<file path="src/rtl/dtcm_xbar.sv">
// -----------------------------------------------------------------------------
// dtcm_xbar
//   Request crossbar in front of the DTCM bank array. Each master issues
//   word-addressed loads/stores. The low address bits select a bank. A
//   combinational arbiter per bank picks one requester, and the bank's read
//   data returns to the winning master one cycle after the bank accepts.
//
// Build option
//   DTCM_XBAR_RR_EN : when defined, each bank arbitrates round-robin using its
//                     own pointer. When undefined, the lowest master index
//                     wins and no pointer state exists.
//
// Ports
//   clk_i, rst_ni   : clock (rising edge) and synchronous active-low reset
//   m_req_i         : [M] master request
//   m_gnt_o         : [M] request accepted this cycle
//   m_addr_i        : [M][addr_width_p] word address {in-bank addr, bank sel}
//   m_wen_i         : [M] 1 = write
//   m_wdata_i       : [M][data_width_p] write data
//   m_mask_i        : [M][mask_width_p] byte enables
//   m_rvalid_o      : [M] response (read data or write ack) for last grant
//   m_rdata_o       : [M][data_width_p] read data, zero when no response
//   b_req_o         : [B] bank request
//   b_gnt_i         : [B] bank accepts
//   b_addr_o        : [B][bank_addr_width_p] in-bank word address
//   b_wen_o         : [B] forwarded write enable
//   b_wdata_o       : [B][data_width_p] forwarded write data
//   b_mask_o        : [B][mask_width_p] forwarded byte enables
//   b_rdata_i       : [B][data_width_p] bank read data, valid one cycle
//                     after the bank accepts
// -----------------------------------------------------------------------------
module dtcm_xbar #(
  parameter int unsigned master_num_p      = 2,
  parameter int unsigned bank_num_p        = 4,
  parameter int unsigned bank_addr_width_p = 8,
  parameter int unsigned data_width_p      = 64,
  parameter int unsigned mask_width_p      = data_width_p / 8,
  parameter int unsigned sel_width_p       = $clog2(bank_num_p),
  parameter int unsigned addr_width_p      = bank_addr_width_p + sel_width_p
) (
  input  logic                                          clk_i,
  input  logic                                          rst_ni,

  input  logic [master_num_p-1:0]                       m_req_i,
  output logic [master_num_p-1:0]                       m_gnt_o,
  input  logic [master_num_p-1:0][addr_width_p-1:0]     m_addr_i,
  input  logic [master_num_p-1:0]                       m_wen_i,
  input  logic [master_num_p-1:0][data_width_p-1:0]     m_wdata_i,
  input  logic [master_num_p-1:0][mask_width_p-1:0]     m_mask_i,
  output logic [master_num_p-1:0]                       m_rvalid_o,
  output logic [master_num_p-1:0][data_width_p-1:0]     m_rdata_o,

  output logic [bank_num_p-1:0]                         b_req_o,
  input  logic [bank_num_p-1:0]                         b_gnt_i,
  output logic [bank_num_p-1:0][bank_addr_width_p-1:0]  b_addr_o,
  output logic [bank_num_p-1:0]                         b_wen_o,
  output logic [bank_num_p-1:0][data_width_p-1:0]       b_wdata_o,
  output logic [bank_num_p-1:0][mask_width_p-1:0]       b_mask_o,
  input  logic [bank_num_p-1:0][data_width_p-1:0]       b_rdata_i
);

  // ---------------------------------------------------------------------------
  // Address decode
  // ---------------------------------------------------------------------------
  logic [master_num_p-1:0][sel_width_p-1:0]       w_sel;
  logic [master_num_p-1:0][bank_addr_width_p-1:0] w_baddr;
  // w_bank_req[b][m]: master m is requesting bank b (held at 0 during reset)
  logic [bank_num_p-1:0][master_num_p-1:0]        w_bank_req;
  logic [bank_num_p-1:0]                          w_bank_any;

  always_comb begin
    w_sel      = '0;
    w_baddr    = '0;
    w_bank_req = '0;
    w_bank_any = '0;
    for (int m = 0; m < int'(master_num_p); m++) begin
      w_sel[m]   = m_addr_i[m][sel_width_p-1:0];
      w_baddr[m] = m_addr_i[m][addr_width_p-1:sel_width_p];
    end
    for (int b = 0; b < int'(bank_num_p); b++) begin
      for (int m = 0; m < int'(master_num_p); m++) begin
        w_bank_req[b][m] = rst_ni & m_req_i[m] & (w_sel[m] == sel_width_p'(b));
      end
      w_bank_any[b] = |w_bank_req[b];
    end
  end

  // ---------------------------------------------------------------------------
  // Per-bank arbitration
  // ---------------------------------------------------------------------------
  logic [bank_num_p-1:0][master_num_p-1:0] w_win_oh;

`ifdef DTCM_XBAR_RR_EN
  localparam int unsigned idx_w = (master_num_p > 1) ? $clog2(master_num_p) : 1;

  logic [bank_num_p-1:0][idx_w-1:0] r_prio;
  logic [bank_num_p-1:0][idx_w-1:0] w_win_idx;

  // Two passes replace a modulo search: first look at masters at or above the
  // pointer, then (only if none found) wrap and take the lowest requester.
  always_comb begin
    w_win_oh  = '0;
    w_win_idx = '0;
    for (int b = 0; b < int'(bank_num_p); b++) begin
      for (int m = 0; m < int'(master_num_p); m++) begin
        if (!(|w_win_oh[b]) && w_bank_req[b][m] && (m >= int'(r_prio[b]))) begin
          w_win_oh[b][m] = 1'b1;
          w_win_idx[b]   = idx_w'(m);
        end
      end
      for (int m = 0; m < int'(master_num_p); m++) begin
        if (!(|w_win_oh[b]) && w_bank_req[b][m]) begin
          w_win_oh[b][m] = 1'b1;
          w_win_idx[b]   = idx_w'(m);
        end
      end
    end
  end

  // Pointer only moves when the bank actually accepted the winner.
  always_ff @(posedge clk_i) begin
    if (!rst_ni) begin
      r_prio <= '0;
    end else begin
      for (int b = 0; b < int'(bank_num_p); b++) begin
        if (w_bank_any[b] && b_gnt_i[b]) begin
          if (w_win_idx[b] == idx_w'(master_num_p - 1)) begin
            r_prio[b] <= '0;
          end else begin
            r_prio[b] <= idx_w'(w_win_idx[b] + idx_w'(1));
          end
        end
      end
    end
  end
`else
  // Fixed priority: lowest master index wins.
  always_comb begin
    w_win_oh = '0;
    for (int b = 0; b < int'(bank_num_p); b++) begin
      for (int m = 0; m < int'(master_num_p); m++) begin
        if (!(|w_win_oh[b]) && w_bank_req[b][m]) begin
          w_win_oh[b][m] = 1'b1;
        end
      end
    end
  end
`endif

  // ---------------------------------------------------------------------------
  // Bank-side steering; banks without a request see all zeros
  // ---------------------------------------------------------------------------
  always_comb begin
    b_req_o   = w_bank_any;
    b_addr_o  = '0;
    b_wen_o   = '0;
    b_wdata_o = '0;
    b_mask_o  = '0;
    for (int b = 0; b < int'(bank_num_p); b++) begin
      for (int m = 0; m < int'(master_num_p); m++) begin
        if (w_win_oh[b][m]) begin
          b_addr_o[b]  = w_baddr[m];
          b_wen_o[b]   = m_wen_i[m];
          b_wdata_o[b] = m_wdata_i[m];
          b_mask_o[b]  = m_mask_i[m];
        end
      end
    end
  end

  // ---------------------------------------------------------------------------
  // Master grants: winner of its bank and the bank accepted
  // ---------------------------------------------------------------------------
  always_comb begin
    m_gnt_o = '0;
    for (int b = 0; b < int'(bank_num_p); b++) begin
      for (int m = 0; m < int'(master_num_p); m++) begin
        if (w_win_oh[b][m] && b_gnt_i[b]) begin
          m_gnt_o[m] = 1'b1;
        end
      end
    end
  end

  // ---------------------------------------------------------------------------
  // Response tracking. Each master keeps its own bank index, so back-to-back
  // grants to different banks return the right data without cross-talk.
  // ---------------------------------------------------------------------------
  logic [master_num_p-1:0]                  r_rsp_vld;
  logic [master_num_p-1:0][sel_width_p-1:0] r_rsp_bank;

  always_ff @(posedge clk_i) begin
    if (!rst_ni) begin
      r_rsp_vld  <= '0;
      r_rsp_bank <= '0;
    end else begin
      r_rsp_vld <= m_gnt_o;
      for (int m = 0; m < int'(master_num_p); m++) begin
        if (m_gnt_o[m]) begin
          r_rsp_bank[m] <= w_sel[m];
        end
      end
    end
  end

  // Responses read as zero while reset is asserted, even before the first
  // reset edge has cleared the registers.
  always_comb begin
    m_rvalid_o = '0;
    m_rdata_o  = '0;
    for (int m = 0; m < int'(master_num_p); m++) begin
      if (rst_ni && r_rsp_vld[m]) begin
        m_rvalid_o[m] = 1'b1;
        m_rdata_o[m]  = b_rdata_i[r_rsp_bank[m]];
      end
    end
  end

endmodule

</file>
<file path="config.mk">
export PLATFORM = sky130hd
export DESIGN_NAME = dtcm_xbar
export DESIGN_NICKNAME = d
export VERILOG_FILES = /design/src/rtl/dtcm_xbar.sv
export SDC_FILE = /design/constraint.sdc
export NUM_CORES = 1
export LEC_CHECK = 0
export ABC_AREA = 1
export BUFFER_PORTS_ARGS = -buffer_cell sky130_fd_sc_hd__buf_4
export CORE_AREA = 4 4 345 347
export DETAILED_ROUTE_END_ITERATION = 10
export DIE_AREA = 0 0 349 351
export GPL_ROUTABILITY_DRIVEN = 0
export GPL_TIMING_DRIVEN = 0
export PLACE_DENSITY = 0.35
export SLEW_MARGIN = 20
export SYNTH_ARGS = -nofsm -noshare
export SYNTH_HDL_FRONTEND = slang
export SYNTH_SLANG_ARGS = --single-unit
</file>
<file path="constraint.sdc">
create_clock -name clk_i -period 1.2 [get_ports clk_i]
set_input_delay 0.18 -clock clk_i [delete_from_list [all_inputs] [get_ports clk_i]]
set_output_delay 0.18 -clock clk_i [all_outputs]
set_load 0.05 [all_outputs]
</file>
==> impl_results.md, run 1 <==
* Num CTS Buffers at 3
* RSZ-0062 raised after global routing: true
* Synth Area per Inst at 5.33 sq um
* Leak at 11.3 nW
* FILL cells at 12.6k
* Worst Hold Slack at 0.352 ns
* Cell count after synthesis at 1,491
* Max Clk Rate at 459 MHz
* CP Cell Sequence: buf_12 > buf_16 > buf_16 > buf_12 > o211ai_1 > a21oi_4 > buf_6
* Slowest stage delay, CP at 0.57 ns
* Initial DRC Count at 712
* Outcome: finished, violations left
* Vias/cell at 4.12
* Sequential-to-total area share from yosys stat at 1.51%
* Critical path endpoint category: output pin
* Worst hold path class: in2reg
* Initial core utilization at 6.86%
* CP Buf/Inv Count at 5
* Yosys reg bits at 6
* CP delay by family, top: buffers and inverters
* Final Hold Viols at 0
* Element type at the critical path start: flip-flop
* Arrival time at the worst endpoint at 2.00 ns
* Clk root buf: clkbuf_16
* Total Wirelength at 121,000 um
* Yosys cell types at 21
* WP data required at 1.02 ns
* Power per Cell Area at 407 nW/um^2
* Synth-to-Final Area Change at 267%
* Port Buffers at 888
* Die H at 351 um
* Syn_nets at 1,921
* Remaining antenna violation count at 0
* Core area at 116,000 sq um
* Placed Instance Area at 19,300 sq um
* Mapped cell area at 7950 sq um
* Clock transition at path regs at 0.03 ns
* Power Total at 11.9 mW
* Crit Path Max Fanout at 5
* Final setup vio count at 464
* Initial antenna violation count at 25
* Post-route cell area at 29,200 sq um
* NumNets Final at 2,968
* FP Rows at 125
* Post-DR wirelength/cell at 29.8 um
* Worst-margin pin slew at 0.735 ns
* Via count at 16.8k
* Share of post-route cells with drive strength above 1 at 71.8%
* Relative slew slack at 50.8%
* GRT Total Usage at 17.8%
* Setup_tns at -247.94 ns
* Die X at 349 um
* Max-slew violations at 0
* Worst path slowest cell: o211ai_1
* Setup CP Type: reg2out
* Clk_lat worst skew at 0.23 ns
* First-pass GRT wire length at 154,000 um
* Failing checks: setup timing
* Die area at 122,000 sq um
* Clk_skew at 0 ns
* Worst setup margin at -0.980 ns
* Largest net degree at the start of global routing at 11
* Max Root-Sink Buffers at 2
* Place WS at -1.06 ns
* Post-route clock period utilization at 182%
* Max cap viols at 0
* Yosys warnings at 0
* Most frequent cells in the layout: 511 x buf_4, 311 x buf_6, 297 x inv_1
* Htree depth at 1
* Final min period at 2.18 ns
* CTS tree: yes
* Most common cell after layout, fill and taps aside: buf_4
* GRT overflow at 0
* Cts hold-fix bufs at 0
* Vias in the first global route at 17.5k
* # IOs at 890
* First-pass iteration count of the detailed router at 5
* Clk sinks at 6
* Drt drc at 0
* Post-DP HPWL at 94,900 um
* Peak VDD IR at 246 uV
worst min-delay path, cell delays in order:
cell and delay, ns:
buf_16 0.12, buf_4 0.13, nand2_1 0.05, nor2_1 0.06
metal layers:
| layer | wire length, um | GRT usage, % | vias to the layer above |
|---|---|---|---|
| met4 | 3270 | 3.52 | 18 |
| li1 | - | - | 7556 |
| met5 | 119 | 0 | - |
| met3 | 8940 | 4.87 | 128 |
| met1 | 47700 | 21.0 | 8360 |
| met2 | 61200 | 32.4 | 719 |
timing repair:
action,in CTS,in global routing
resized for setup,860,759
pin swaps,124,109
setup endpoints to repair,465,465
cloned,41,30
setup buffers,61,42
stage by stage:
stage	instances	util [%]
finish	4070	25.2
global route	4064	25.2
CTS	4007	21.4
detailed placement	3903	16.7
global placement	3903	16.7
floorplan	1491	-
path summary, 6_finish.rpt:
check                startpoint             to  slack, ns  cells past startpoint
setup reg to reg  r_rsp_bank[1]  r_rsp_bank[1]      -0.09                      4
hold / removal           rst_ni  r_rsp_bank[2]       0.35                      4
hold reg to reg   r_rsp_bank[3]  r_rsp_bank[3]       0.91                      4
setup / recovery  r_rsp_bank[0]   m_rdata_o[0]      -0.98                      7
cell usage after synthesis:
cell type | instances | area (sq um)
dfxtp_1 | 6 | 120
nor2_1 | 14 | 52.6
buf_4 | 16 | 120
clkbuf_1 | 50 | 188
nand2_2 | 6 | 37.5
o22ai_1 | 317 | 1980
inv_1 | 300 | 1130
buf_1 | 6 | 22.5
nand3_1 | 7 | 35.0
buf_2 | 62 | 310
nor2_2 | 1 | 6.26
nand2_1 | 141 | 529
o22ai_2 | 7 | 87.6
a21oi_1 | 257 | 1290
inv_2 | 1 | 3.75
clkinv_2 | 1 | 5.00
o21ai_0 | 133 | 666
nand2_4 | 1 | 11.3
nand4_1 | 4 | 25.0
buf_6 | 33 | 372
o211ai_1 | 128 | 961
flip-flops by register name, indices dropped and copies added, names as in the netlist:
signal / flops
r_rsp_vld: 2
r_rsp_bank: 4
power breakdown:
group | switching [mW] | internal, mW
sequential | 0.0170 | 0.212
combinational | 6.63 | 4.49
clock | 0.115 | 0.428
total | 6.76 | 5.13
cell type report:
cell class	instances	area, sq um	share of cell area [%]
repair buffers	1050	11900	40.9
multi-input cells	1018	11600	39.8
plain buffers	157	2340	8.03
well taps	1524	1910	6.53
inverters	302	1150	3.94
flip-flops and latches	6	128	0.437
clock buffers	3	75.1	0.257
diodes	10	25.0	0.0857
cell families after synthesis:
kind of cell	Yosys count	synth area share [%]
DFF	6	1.51
AOI/OAI and AO/OA	842	62.7
and+or+nand+nor	174	8.77
buffers and inverters	469	27.0
Power figures use the tool's default switching activity.
==> run 2, diff against run 1 <==
Settings changed: SKIP_CTS_REPAIR_TIMING from default to 1.
==> run 2 against run 1 <==
Against the previous run:
- the run still ends with setup timing left
- critical path depth is 2 higher
- combinational power is essentially flat
- critical endpoint is now m_rdata_o[55]
- sequential share of layout area hardly changed
- via count decreased by 1.2%
- register-to-register slack better by 0.10 ns
- clock power hardly changed
- non-clock buffer count fell by 41
- count of clock-buffer cells in the layout stayed put
- clock skew unchanged
==> impl_results.md, run 2 (synthesized netlist as in run 1, its figures left out) <==
* Crit Path Max Fanout at 7 (+2)
* Critical R2R Launch: r_rsp_bank[2]
* Initial antenna violation count at 24 (-4.0%)
* WP data required at 1.02 ns (about the same)
* Remaining antenna violation count at 0 (unchanged)
* Psw at 6.67 mW (-1.3%)
* CP Launch Point: r_rsp_bank[0]
* Layout Utilization at 24.8% (-0.42 points)
* Sw Share at 57.8% (+0.89 points)
* Drt drc at 0 (unchanged)
* First-pass GRT wire length at 144,000 um (-6.4%)
* Clk_lat worst skew at 0.23 ns (about the same)
* Power Total at 11.5 mW (-2.9%)
* Post-route clock period utilization at 176% (-5.4 points)
* Arrival time at the worst endpoint at 1.94 ns (-0.06 ns)
* Most common cell after layout, fill and taps aside: buf_4
* Setup_tns at -232.25 ns (+15.69 ns)
* Outcome: finished, violations left
* Worst hold path class: in2reg
* Element type at the critical path start: flip-flop
* Via count at 16.6k (-1.2%)
* Area of the multi-input gates at 11,900 sq um (+2.1%)
* Core area at 116,000 sq um (unchanged)
* Vias/cell at 4.12 (-0.12%)
* Share of post-route cells with drive strength above 1 at 71.0% (-0.82 points)
* CTS tree: yes
* NumNets Final at 2,927 (-1.4%)
* Die X at 349 um (unchanged)
* Clock transition at path regs at 0.03 ns (about the same)
* Initial DRC Count at 664 (-6.7%)
* Port Buffers at 888 (unchanged)
* Worst-margin pin slew at 0.776 ns (+0.0410 ns)
* Max FFs per register at 4 (unchanged)
* Synth-to-Final Area Change at 261%
* Post-DR wirelength/cell at 29.7 um (-0.11%)
* FILL cells at 12.6k (-0.13%)
* Largest register by flop count: r_rsp_bank
* Num CTS Buffers at 3 (unchanged)
* GRT overflow at 0 (unchanged)
* Clk sinks at 6 (unchanged)
* Clk root buf: clkbuf_16
* Max Clk Rate at 473 MHz (+3.0%)
* Max-slew violations at 0 (unchanged)
* # IOs at 890 (unchanged)
* P_int at 4.88 mW (-4.9%)
* Critical path endpoint category: output pin
* Worst hold start: m_addr_i[10]
* Register cell area after layout at 128 sq um (unchanged)
* Final setup vio count at 462 (-0.43%)
* Vias in the first global route at 16.4k (-6.0%)
* Final min period at 2.12 ns (-0.0644 ns)
* Largest net degree at the start of global routing at 11 (unchanged)
* Worst setup margin at -0.916 ns (+0.0644 ns)
* Htree depth at 1 (unchanged)
* Failing checks: setup timing
* Power per Cell Area at 402 nW/um^2 (-1.2%)
* RSZ-0062 raised after global routing: true
* GRT Total Usage at 16.6% (-1.2 points)
* Combinational share of power at 93.3% (-0.2 points)
* Die area at 122,000 sq um (unchanged)
* Clk_skew at 0 ns (unchanged)
* Setup CP Type: reg2out
* Post-DP HPWL at 94,900 um (unchanged)
* Sequential share of power at 2.0% (about the same)
* Peak VDD IR at 254 uV (+3.3%)
* Initial core utilization at 6.86% (unchanged)
* Max cap viols at 0 (unchanged)
* FP Rows at 125 (unchanged)
* Max Root-Sink Buffers at 2 (unchanged)
* Clock power frac at 4.7% (about the same)
* Total Wirelength at 120,000 um (-1.2%)
* Worst Hold Slack at 0.259 ns (-0.0923 ns)
* Final Hold Viols at 0 (unchanged)
* Leak at 11.0 nW (-2.7%)
* Die H at 351 um (unchanged)
* First-pass iteration count of the detailed router at 5 (unchanged)
* Relative slew slack at 48.3% (-2.5 points)
* Top Registers: r_rsp_bank: 4 flops, r_rsp_vld: 2 flops
* Most frequent cells in the layout: 483 x buf_4, 327 x buf_6, 296 x inv_1
-- run 2: changes by cell type in the layout (fill, tap and decap cells not counted), moves of 13 or more --
| cell | previous run | this run |
|---|---|---|
| clkbuf_16 | 34 | 57 |
| nand2_2 | 63 | 28 |
| o22ai_1 | 34 | 0 |
| nand2_1 | 69 | 101 |
| buf_16 | 45 | 17 |
| buf_6 | 311 | 327 |
| buf_4 | 511 | 483 |
| buf_12 | 114 | 101 |
| o22ai_4 | 245 | 270 |
-- run 2: worst paths after layout --
kind,slack (ns),endpoint,cells after the start
worst min-delay path,0.26,r_rsp_bank[2],3
worst max register to register,0.01,r_rsp_bank[2],7
worst max-delay path,-0.92,m_rdata_o[55],9
worst min register to register,0.93,r_rsp_bank[3],4
-- run 2: final cells by class --
class | instances | share of cell area [%]
multi-input combinational | 1018 | 41.3
timing repair buffer | 1000 | 38.6
buffer | 166 | 8.68
tap | 1524 | 6.64
inverter | 302 | 4.02
sequential | 6 | 0.445
clock buffer | 3 | 0.262
antenna | 7 | 0.0610
-- run 2: worst max-delay path, stage by stage (launching register included) --
cell      delay, ns
dfxtp_4        0.36
buf_12         0.15
buf_16         0.15
buf_4          0.14
buf_12         0.14
buf_12         0.14
nand2_2        0.04
o211ai_1       0.18
a21oi_4        0.21
buf_8          0.17
-- run 2: per-stage QoR --
stage	worst slack (ns)	cell area [sq um]	instances
3_5_place_dp	-1.06	19300	3903
2_1_floorplan	-0.598	10800	1491
3_3_place_gp	-1.08	19300	3903
4_1_cts	-1.31	19400	3906
5_1_grt	-1.00	28700	4020
6_report	-0.916	28700	4026
-- run 2: per-layer routing --
| layer | routed length [um] | up-vias | share of wire [%] | global-route usage, % |
|---|---|---|---|---|
| met5 | 125 | - | 0.10 | 0 |
| met4 | 2970 | 18 | 2.5 | 1.88 |
| met3 | 9230 | 132 | 7.7 | 4.33 |
| met2 | 60700 | 758 | 51 | 30.5 |
| met1 | 46800 | 8188 | 39 | 20.1 |
| li1 | - | 7483 | - | - |
-- run 2: power groups by stage --
stage	Combinational (mW)	Clock, mW	Sequential (mW)
after global placement	8.05	0	0.232
after global routing	11.2	0.569	0.231
after detailed placement	8.04	0	0.232
after floorplan	4.63	0	0.224
final	10.8	0.544	0.228
after CTS	8.07	0.553	0.229
==> run 3, diff against run 2 <==
Settings changed: REMOVE_ABC_BUFFERS from default to 1.
==> run 3 against run 2 <==
Against the previous run:
- the run still ends with setup timing left
- final area fell by 6.5%
- maximum frequency rose by 3.2%
- sequential power rose by 14%
- register-to-register slack improved by 0.21 ns
- first-iteration DRC count rose by 64%
- global-route usage fell by 2.3 points
- setup slack improved by 0.066 ns
- clock power fell by 2%
- critical path type unchanged
- highest routed layer unchanged
==> impl_results.md, run 3 (synthesized netlist as in run 1, its figures left out) <==
* Largest register by flop count: r_rsp_bank
* Final setup vio count at 463 (+0.22%)
* Setup CP Type: reg2out
* Post-DP HPWL at 79,600 um (-16%)
* Max Clk Rate at 488 MHz (+3.2%)
* Remaining antenna violation count at 0 (unchanged)
* Drt drc at 0 (unchanged)
* Leak at 10.6 nW (-3.7%)
* # IOs at 890 (unchanged)
* Worst hold path class: in2reg
* WP data required at 1.02 ns (about the same)
* Num CTS Buffers at 3 (unchanged)
* Most frequent cells in the layout: 606 x buf_4, 309 x buf_6, 297 x inv_1
* Arrival time at the worst endpoint at 1.87 ns (-0.07 ns)
* Clock power frac at 4.9% (+0.2 points)
* Worst setup margin at -0.850 ns (+0.0659 ns)
* Core area at 116,000 sq um (unchanged)
* Initial DRC Count at 1,092 (+64%)
* Die X at 349 um (unchanged)
* Clk root buf: clkbuf_16
* Synth-to-Final Area Change at 238%
* Initial antenna violation count at 51 (+110%)
* Sequential share of power at 2.4% (+0.4 points)
* Post-route clock period utilization at 171% (-5.5 points)
* CTS tree: yes
* Clk sinks at 6 (unchanged)
* Psw at 6.33 mW (-5.1%)
* Outcome: finished, violations left
* Clk_lat worst skew at 0.23 ns (about the same)
* First-pass iteration count of the detailed router at 5 (unchanged)
* Max Root-Sink Buffers at 2 (unchanged)
* Sw Share at 57.9% (+0.18 points)
* GRT overflow at 0 (unchanged)
* Initial core utilization at 6.86% (unchanged)
* FILL cells at 12.8k (+1.1%)
* Total Wirelength at 134,000 um (+12%)
* Failing checks: setup timing
* NumNets Final at 2,965 (+1.3%)
* Peak VDD IR at 282 uV (+11%)
* Post-route cell area at 26,800 sq um (-6.5%)
* Place WS at -1.60 ns (-0.542 ns)
* Worst-margin pin slew at 0.719 ns (-0.0577 ns)
* Vias in the first global route at 14.5k (-12%)
* First-pass GRT wire length at 125,000 um (-14%)
* Largest net degree at the start of global routing at 85 (+74)
* RSZ-0062 raised after global routing: true
* Combinational share of power at 92.7% (-0.6 points)
* Top Registers: r_rsp_bank: 4 flops, r_rsp_vld: 2 flops
* Final min period at 2.05 ns (-0.0659 ns)
* Vias/cell at 4.30 (+4.4%)
* Critical path endpoint category: output pin
* Max cap viols at 0 (unchanged)
* Area of the multi-input gates at 10,900 sq um (-8.2%)
* FP Rows at 125 (unchanged)
* Htree depth at 1 (unchanged)
* Clk_skew at 0 ns (unchanged)
* Setup_tns at -244.12 ns (-11.87 ns)
* Die H at 351 um (unchanged)
* Relative slew slack at 52.0% (+3.8 points)
* Max-slew violations at 0 (unchanged)
* Die area at 122,000 sq um (unchanged)
* Share of post-route cells with drive strength above 1 at 63.6% (-7.5 points)
* GRT Total Usage at 14.4% (-2.3 points)
* Crit Path Max Fanout at 11 (+4)
* Placed Instance Area at 16,200 sq um (-16%)
* Most common cell after layout, fill and taps aside: buf_4
* Port Buffers at 889 (+0.11%)
* Power per Cell Area at 407 nW/um^2 (+1.2%)
* Max FFs per register at 4 (unchanged)
* Via count at 17.5k (+5.4%)
* P_int at 4.59 mW (-5.8%)
* Post-DR wirelength/cell at 33.0 um (+11%)
* Worst Hold Slack at 0.221 ns (-0.0385 ns)
* Clock transition at path regs at 0.03 ns (about the same)
* Element type at the critical path start: flip-flop
* Register cell area after layout at 139 sq um (+8.8%)
* Final Hold Viols at 0 (unchanged)
[run 3: changes by cell type in the layout (fill, tap and decap cells not counted), sizes merged]
cell,change
clkinv,+2
nand2,+56
diode,+1
inv,-2
clkbuf,-37
buf,+19
[run 3: per-layer routing]
metal	wire (um)	GRT usage (%)	vias up
li1	-	-	7617
met1	49900	17.2	8545
met2	67200	25.3	989
met3	11100	5.07	279
met4	5830	2.00	44
met5	286	0	-
[run 3: critical path, cell delays in order (launching register included)]
cell and delay (ns):
dfxtp_4 0.43, buf_4 0.25, o211ai_1 0.13, a21oi_1 0.50
buf_4 0.32
[run 3: final timing paths]
path	to	from	cells after the start	slack, ns
worst max-delay path	m_rdata_o[121]	r_rsp_bank[2]	4	-0.85
worst min-delay path	r_rsp_bank[1]	rst_ni	3	0.22
worst max register to register	r_rsp_bank[1]	r_rsp_bank[1]	3	0.22
worst min register to register	r_rsp_bank[0]	r_rsp_bank[0]	3	0.78
[run 3: final cells by class]
cell class              count  area share [%]
flip-flops and latches      6           0.518
inverters                 302            4.37
diodes                      8          0.0746
well taps                1524            7.11
repair buffers           1148            47.1
clock buffers               3           0.280
multi-input cells        1074            40.5
[run 3: per-stage QoR]
step / util [%] / power, mW / std cells
after floorplan: - / 3.71 / 1324
after global placement: 13.4 / 6.88 / 3737
after detailed placement: 14.0 / 6.82 / 3767
after CTS: 14.0 / 7.38 / 3770
after global routing: 23.2 / 11.4 / 4063
final: 23.2 / 10.9 / 4065
[run 3: power groups by stage]
stage | Combinational (mW) | Sequential, mW | Clock, mW
floorplan | 3.21 | 0.498 | 0
global placement | 6.16 | 0.719 | 0
detailed placement | 6.47 | 0.345 | 0
CTS | 6.49 | 0.342 | 0.545
global route | 10.5 | 0.267 | 0.561
finish | 10.1 | 0.261 | 0.532
